### src/rtl/npc_unit.sv
// Next-PC unit for a multi-cycle core: phase sequencer, EX-stage redirect capture, commit-time PC select.
// Optional misaligned-target trap is enabled by defining NPC_MISALIGN_TRAP_EN.
module npc_unit #(
  parameter int unsigned CYCLES   = 5,
  parameter logic [31:0] TRAP_VEC = 32'h0000_0100
) (
  input  logic        clk,
  input  logic        rst_n,
  input  logic [31:0] pc,
  input  logic [1:0]  jmp_type,
  input  logic        br_cond,
  input  logic [31:0] imm,
  input  logic [31:0] rs1_val,
  input  logic        stall,
  output logic [31:0] npc,
  output logic [31:0] pc4,
  output logic [2:0]  phase,
  output logic        commit,
  output logic        misalign
);

  typedef enum logic [1:0] {
    JMP_SEQ  = 2'b00,
    JMP_BR   = 2'b01,
    JMP_JAL  = 2'b10,
    JMP_JALR = 2'b11
  } jmp_e;

  localparam logic [2:0] LAST_PH = 3'(CYCLES - 1);
  localparam logic [2:0] EX_PH   = 3'd2;
  // With CYCLES=3 the EX phase is also the commit phase, so commit must use the live target.
  localparam bit EX_IS_LAST = (CYCLES == 3);

`ifdef NPC_MISALIGN_TRAP_EN
  localparam bit TRAP_EN = 1'b1;
`else
  localparam bit TRAP_EN = 1'b0;
`endif

  jmp_e        jmp;
  logic [2:0]  phase_q, phase_d;
  logic        redir_vld_q, redir_vld_d;
  logic [31:0] redir_tgt_q, redir_tgt_d;
  logic [31:0] pc_plus4;
  logic        live_vld;
  logic [31:0] live_tgt;
  logic        capture;
  logic        eff_vld;
  logic [31:0] eff_tgt;

  assign jmp      = jmp_e'(jmp_type);
  assign pc_plus4 = pc + 32'd4;
  assign pc4      = pc_plus4;
  assign phase    = phase_q;
  assign commit   = (phase_q == LAST_PH) && !stall;
  assign capture  = (phase_q == EX_PH) && !stall;

  // Redirect decision for the instruction currently presented on the inputs.
  always_comb begin
    live_vld = 1'b0;
    live_tgt = pc + imm;
    case (jmp)
      JMP_BR:   live_vld = br_cond;
      JMP_JAL:  live_vld = 1'b1;
      JMP_JALR: begin
        live_vld = 1'b1;
        live_tgt = (rs1_val + imm) & ~32'd1;
      end
      default:  live_vld = 1'b0;
    endcase
  end

  assign eff_vld = EX_IS_LAST ? live_vld : redir_vld_q;
  assign eff_tgt = EX_IS_LAST ? live_tgt : redir_tgt_q;

  always_comb begin
    phase_d     = phase_q;
    redir_vld_d = redir_vld_q;
    redir_tgt_d = redir_tgt_q;

    if (!stall) begin
      phase_d = (phase_q == LAST_PH) ? 3'd0 : phase_q + 3'd1;
    end

    // Commit clears the redirect; it wins over capture when both land on one edge.
    if (commit) begin
      redir_vld_d = 1'b0;
    end else if (capture) begin
      redir_vld_d = live_vld;
      if (live_vld) begin
        redir_tgt_d = live_tgt;
      end
    end
  end

  always_comb begin
    npc      = pc;
    misalign = 1'b0;
    if (commit) begin
      if (eff_vld) begin
        if (TRAP_EN && eff_tgt[1]) begin
          npc      = TRAP_VEC;
          misalign = 1'b1;
        end else begin
          npc = eff_tgt;
        end
      end else begin
        npc = pc_plus4;
      end
    end
  end

  // NOTE: state flops use non-blocking assignments so every flop samples pre-edge values.
  always_ff @(posedge clk or negedge rst_n) begin
    if (!rst_n) begin
      phase_q     <= 3'd0;
      redir_vld_q <= 1'b0;
      redir_tgt_q <= 32'd0;
    end else begin
      phase_q     <= phase_d;
      redir_vld_q <= redir_vld_d;
      redir_tgt_q <= redir_tgt_d;
    end
  end

endmodule

### config.mk
export PLATFORM = sky130hd
export DESIGN_NAME = npc_unit
export DESIGN_NICKNAME = d
export VERILOG_FILES = /design/src/rtl/npc_unit.sv
export SDC_FILE = /design/constraint.sdc
export NUM_CORES = 1
export LEC_CHECK = 0
export CAP_MARGIN = 10
export CORE_ASPECT_RATIO = 1.25
export CORE_MARGIN = 2
export CORE_UTILIZATION = 30
export CTS_CLUSTER_SIZE = 20
export DETAILED_ROUTE_END_ITERATION = 8
export SETUP_SLACK_MARGIN = 0.05
export SLEW_MARGIN = 20
export SYNTH_ARGS = -nofsm -noshare
export SYNTH_HDL_FRONTEND = slang
export SYNTH_SLANG_ARGS = --single-unit
### constraint.sdc
create_clock -name clk -period 2.4 [get_ports clk]
set_input_delay 0.36 -clock clk [delete_from_list [all_inputs] [get_ports clk]]
set_output_delay 0.36 -clock clk [all_outputs]
set_load 0.005 [all_outputs]
## Yosys cells after proc, flatten, opt, wreduce, memory -nomap -nowiden

Cells that the tools add are included.

- Bits of input ports: 102
- Register bits after elaboration: 36
- Logic and storage cells: 26
- Output and inout bits: 69

- Reductions and logical operators: 6
- $add $sub $neg: 4
- Muxes and demuxes: 7
- Equality and inequality tests: 5
- Bitwise logic cells: 1

Operator list:

| cell | count |
|---|---|
| 32-bit two-way mux | 3 |
| 32-bit adder | 2 |
| 32-bit by 3-bit adder with 32-bit output (second input constant) | 1 |
| 2-bit == test (second input constant) | 2 |
| 3-bit by 1-bit adder with 3-bit output (second input constant) | 1 |
| 3-bit by 2-bit == test with 1-bit output (second input constant) | 1 |
| 3-bit == test (second input constant) | 1 |
| 3-bit two-way mux | 1 |
| 3-bit AND reduction | 1 |
| 2-bit by 1-bit == test with 1-bit output (second input constant) | 1 |
| 1-bit logical AND | 2 |
| 1-bit two-way mux | 2 |
| 1-bit case mux with 2 select lines | 1 |
| 2-bit nonzero test | 1 |
| 2-bit OR reduction | 1 |
| 1-bit logical NOT | 1 |
| 1-bit NOT | 1 |

## Longest topological paths before layout

- Depth after elaboration: 5
- Mapped depth: 10
- Gate-level depth less buffers: 10

## Least setup slack after synthesis

Ideal clock, no wire load.

- Kind: input-to-reg
- Start: input pc[0]
- End: register redir_tgt_q[28] (netlist: eff_tgt[28])
- Path slack: -302 ps
- Stages: 10
- Required time: 2274 ps
- Arrival time: 2576 ps
- Path buffers: 0
- Library setup time: 126 ps
- Path through: ha_1 fa_1 a211oi_2 o21ai_1 a2111oi_4 nor3_1 a211oi_2 xor2_1 o21ai_0 o32a_1

- Longest elaborated chain between the ends: 2

Ends and longest elaborated chain:

| element | RTL line | text |
|---|---|---|
| start, declared | 9 | `input logic [31:0] pc,` |
| 32-bit adder | 61 | `live_tgt = pc + imm;` |
| 32-bit two-way mux | 62 | `case (jmp)` |
| end signal, assigned | 122 | `redir_tgt_q <= redir_tgt_d;` |
| end, declared | 43 | `logic [31:0] redir_tgt_q, redir_tgt_d;` |

Every way passes these cells.
A chain may end at the register's enable or synchronous reset.

## Worst setup path in the final report

- Start: input imm[0]
- End: register redir_tgt_q[30] (netlist: eff_tgt[30])

- Longest elaborated chain between the ends: 2
- Elaborated cells on any way between the ends: 3
- Those cells by class: 2 x add/sub; 1 x mux

Ends and longest elaborated chain:

| element | RTL line | text |
|---|---|---|
| start, declared | 12 | `input logic [31:0] imm,` |
| 32-bit adder (on tied branches) | 61, 67 |  |
| 32-bit two-way mux (*) | 62 |  |

Mark *: on every way between the ends. The rest lies on a longest branch, timed or not.

==> metrics <==
outcome=finished with violations; failing checks=negative setup slack; vias=9,032; Yosys reg bits=36; capture point of the worst reg-to-reg path=eff_tgt[27]; nets@finish=1,557; vias per cell=about 5.4; Area Growth Syn to Fin=99.6%; cts bufs inserted=5; register share of total power=around a fifth; Total GRT Usage=26.0%; Synth cell types=82; die width=~130 microns; Arr. time, crit path=2.79 ns; CTS tree=yes; Mapped Area=6420 sq um; first-pass GRT wire length=46,500 microns; Worst Path Buf+Inv=2; CP endpoint kind=flop; root buf cell=clkbuf_16; WL met2=between 15,000 and 20,000 microns; vias in the first global route=~9,100; Ant. Diodes=0; met3 routed WL=1480 microns; initial antenna violation count=0; Max Slew Vio Count=0; Comb pwr share=64.4%; FF-to-FF path depth=10; slowest stage cell, crit path=fa_2; sw power=2.40 mW; pwr/cell area=461 nW/um^2; Mapped Cells=892; # setup viols final=22; share of layout cells above drive strength 1=49.1%; crit path max fanout=3; fin worst setup slack=-0.228 ns; Synth Area per Inst=7.20 sq um; Port Buffers=169; DP Area=approximately 11,000 sq um; largest net degree at the start of global routing=28; Synth async-reset ratio=100%; Final min period=2.63 ns; DRC Markers=0; P_int=3.52 mW; IR drop worst, VDD=0.325 mV; Synth Flop Type=dfrtp_1; top sig layer=met4; Pre-antenna DRT Iters=5; post-route design area=between 10,000 and 15,000 sq um; Die Ht=approximately 170 microns; leakage power=5.84 nW; hold_ws=0.0556 ns; fmax=roughly 380 MHz; H-tree lvl count=2; CP max stage delay=0.37 ns; Routability Congestion=0.922; crit path cell chain=buf_8 -> buf_6 -> and2_4 -> fa_2 -> a211oi_4 -> o21bai_2 -> o211ai_2 -> a211o_4 -> a211oi_4 -> a311oi_2 -> xnor2_1 -> o221a_1; First DRT Iteration DRCs=598; M1 wire length=11,900 microns; Worst Setup Start Kind=input pin; Synth warnings=0; Clk pin slew, worst setup/hold paths=0.07 ns; CP top delay family=compound AO/OA/AOI/OAI gates; Worst slew margin=60.7%; Fin. Hold Viols=0; clk buf depth=2; R2R Setup Slk=0.38 ns; Initial Utilization=30.8%; required time worst endpoint=2.56 ns; clock skew=approximately 0.0077 ns; HPWL Detailed=~23,000 microns; Design Power=slightly below 6 mW; Overflow after GRT=0; WL per Instance=18.8 microns; most frequent cells in the layout=buf_4, nand2_1, nor2_1; RSZ-0062 raised after global routing=yes; CP most frequent cell=a211oi_4; Max-cap violations=0; worst slack, placed=-1.28 ns; actual slew at the worst max-slew pin=0.588 ns; # rows=59; Post-synth EDFFs=0; Clk Latency, worst-skew pair=about 0.29 ns; kind of critical path=input pin to flop; Die Area=22,600 sq um; core region area=20,900 sq um; Clock Power Share=16.8%; Hold Path Class=input pin to async pin; sequential-to-total area share from yosys stat=14.0%; # hold bufs at CTS=0; num ports=between 150 and 200; period utilisation layout=109%; CTS Sinks=36; most common cell after layout, fill and taps aside=buf_4; final wirelength=approximately 31,000 microns; syn_nets=1,061; reg2reg start=phase[0]; switching portion of total power=40.5%; DRT antenna net count=0
==> worst max-delay path by stage <==
stage	from	to	slack, ns	cells after the start
2_1_floorplan	pc[0]	eff_tgt[28]	-0.10	10
3_3_place_gp	pc[3]	npc[18]	-1.24	13
3_5_place_dp	pc[2]	npc[18]	-1.28	13
4_1_cts	pc[0]	eff_tgt[28]	-0.30	11
5_1_grt	imm[0]	eff_tgt[30]	-0.32	12
6_report	imm[0]	eff_tgt[30]	-0.23	12
==> Yosys cell counts, types with 3 or more instances <==
| library cell | instances | share of area, % |
|---|---|---|
| nand2_1 | 121 | 7.1 |
| a21oi_1 | 91 | 7.1 |
| o21ai_0 | 82 | 6.4 |
| nor2_1 | 75 | 4.4 |
| ha_1 | 65 | 13 |
| xnor2_1 | 44 | 6.0 |
| dfrtp_1 | 36 | 14 |
| xor2_1 | 27 | 3.7 |
| nand3_1 | 26 | 2.0 |
| clkbuf_1 | 25 | 1.5 |
| inv_1 | 24 | 1.4 |
| nor3_1 | 23 | 1.8 |
| mux2i_1 | 20 | 3.1 |
| a31oi_1 | 19 | 1.8 |
| and3_1 | 18 | 1.8 |
| a21o_1 | 16 | 1.9 |
| nand4_1 | 13 | 1.3 |
| o21bai_1 | 11 | 1.3 |
| o21ai_1 | 9 | 0.70 |
| a211oi_1 | 8 | 0.93 |
| a22oi_1 | 7 | 0.82 |
| and2_1 | 7 | 0.68 |
| or3_1 | 7 | 0.68 |
| o31ai_1 | 6 | 0.70 |
| buf_4 | 5 | 0.58 |
| nor2b_1 | 5 | 0.49 |
| o211ai_1 | 5 | 0.58 |
| o21a_1 | 5 | 0.58 |
| a211oi_2 | 4 | 0.78 |
| nand2b_1 | 4 | 0.39 |
| nor3b_1 | 4 | 0.47 |
| o221ai_1 | 4 | 0.55 |
| a311oi_1 | 3 | 0.41 |
| buf_6 | 3 | 0.53 |
| mux2_2 | 3 | 0.53 |
| nand3_2 | 3 | 0.47 |
| nor4_1 | 3 | 0.29 |
| o22ai_1 | 3 | 0.29 |
| o31a_1 | 3 | 0.41 |
| or2_2 | 3 | 0.29 |
==> power by group through the flow <==
stage	clock (mW)	combinational (mW)	sequential, mW
floorplan	0	1.65	1.03
global placement	0	3.15	1.09
detailed placement	0	3.18	1.10
CTS	0.997	3.53	1.10
global route	1.02	4.09	1.14
finish	0.994	3.81	1.11
==> cell families (layout without fill, tap and decap cells) <==
| kind of cell | Yosys count | after routing | share of synthesized area [%] |
|---|---|---|---|
| other cells | 1 | 1 | 0.0584 |
| buf+inv | 62 | 559 | 4.54 |
| flops | 36 | 36 | 14.0 |
| mux | 24 | 24 | 3.82 |
| xor+xnor | 71 | 71 | 9.68 |
| simple gates | 326 | 326 | 24.1 |
| fa+ha+maj | 67 | 67 | 13.3 |
| compound gates | 305 | 305 | 30.5 |
==> sequential cells by signal, summed over array words and instances, names as in the netlist <==
name / flops
eff_tgt: 32
eff_vld: 1
phase: 3
==> stage by stage <==
step	std cells	utilization, %	setup TNS, ns
after CTS	1653	58.6	-2.32
final	1663	61.4	-2.20
after floorplan	892	-	-0.157
after global routing	1663	61.4	-4.62
after detailed placement	1595	50.7	-56.15
after global placement	1595	50.7	-52.69
==> final cells by class <==
cell class,instances,area (sq um)
Fill cell,1785,8070
Multi-Input combinational cell,794,6840
Timing Repair Buffer,526,4430
Sequential cell,36,901
Tap cell,274,343
Clock buffer,5,125
Inverter,25,96.3
Clock inverter,3,90.1
==> metal layers <==
layer  up-vias  track usage, %
met5         -               0
met2       343            47.0
met3       105            3.03
met1      4317            28.7
met4         0            15.7
li1       4267               -
==> timing repair <==
| item | in CTS | in global routing |
|---|---|---|
| gates cloned | 1 | 0 |
| pin swaps | 136 | 111 |
| gates resized for setup | 550 | 165 |
| endpoints found under the setup margin | 86 | 60 |
| buffers inserted | 51 | 22 |
Power figures use the tool's default switching activity.
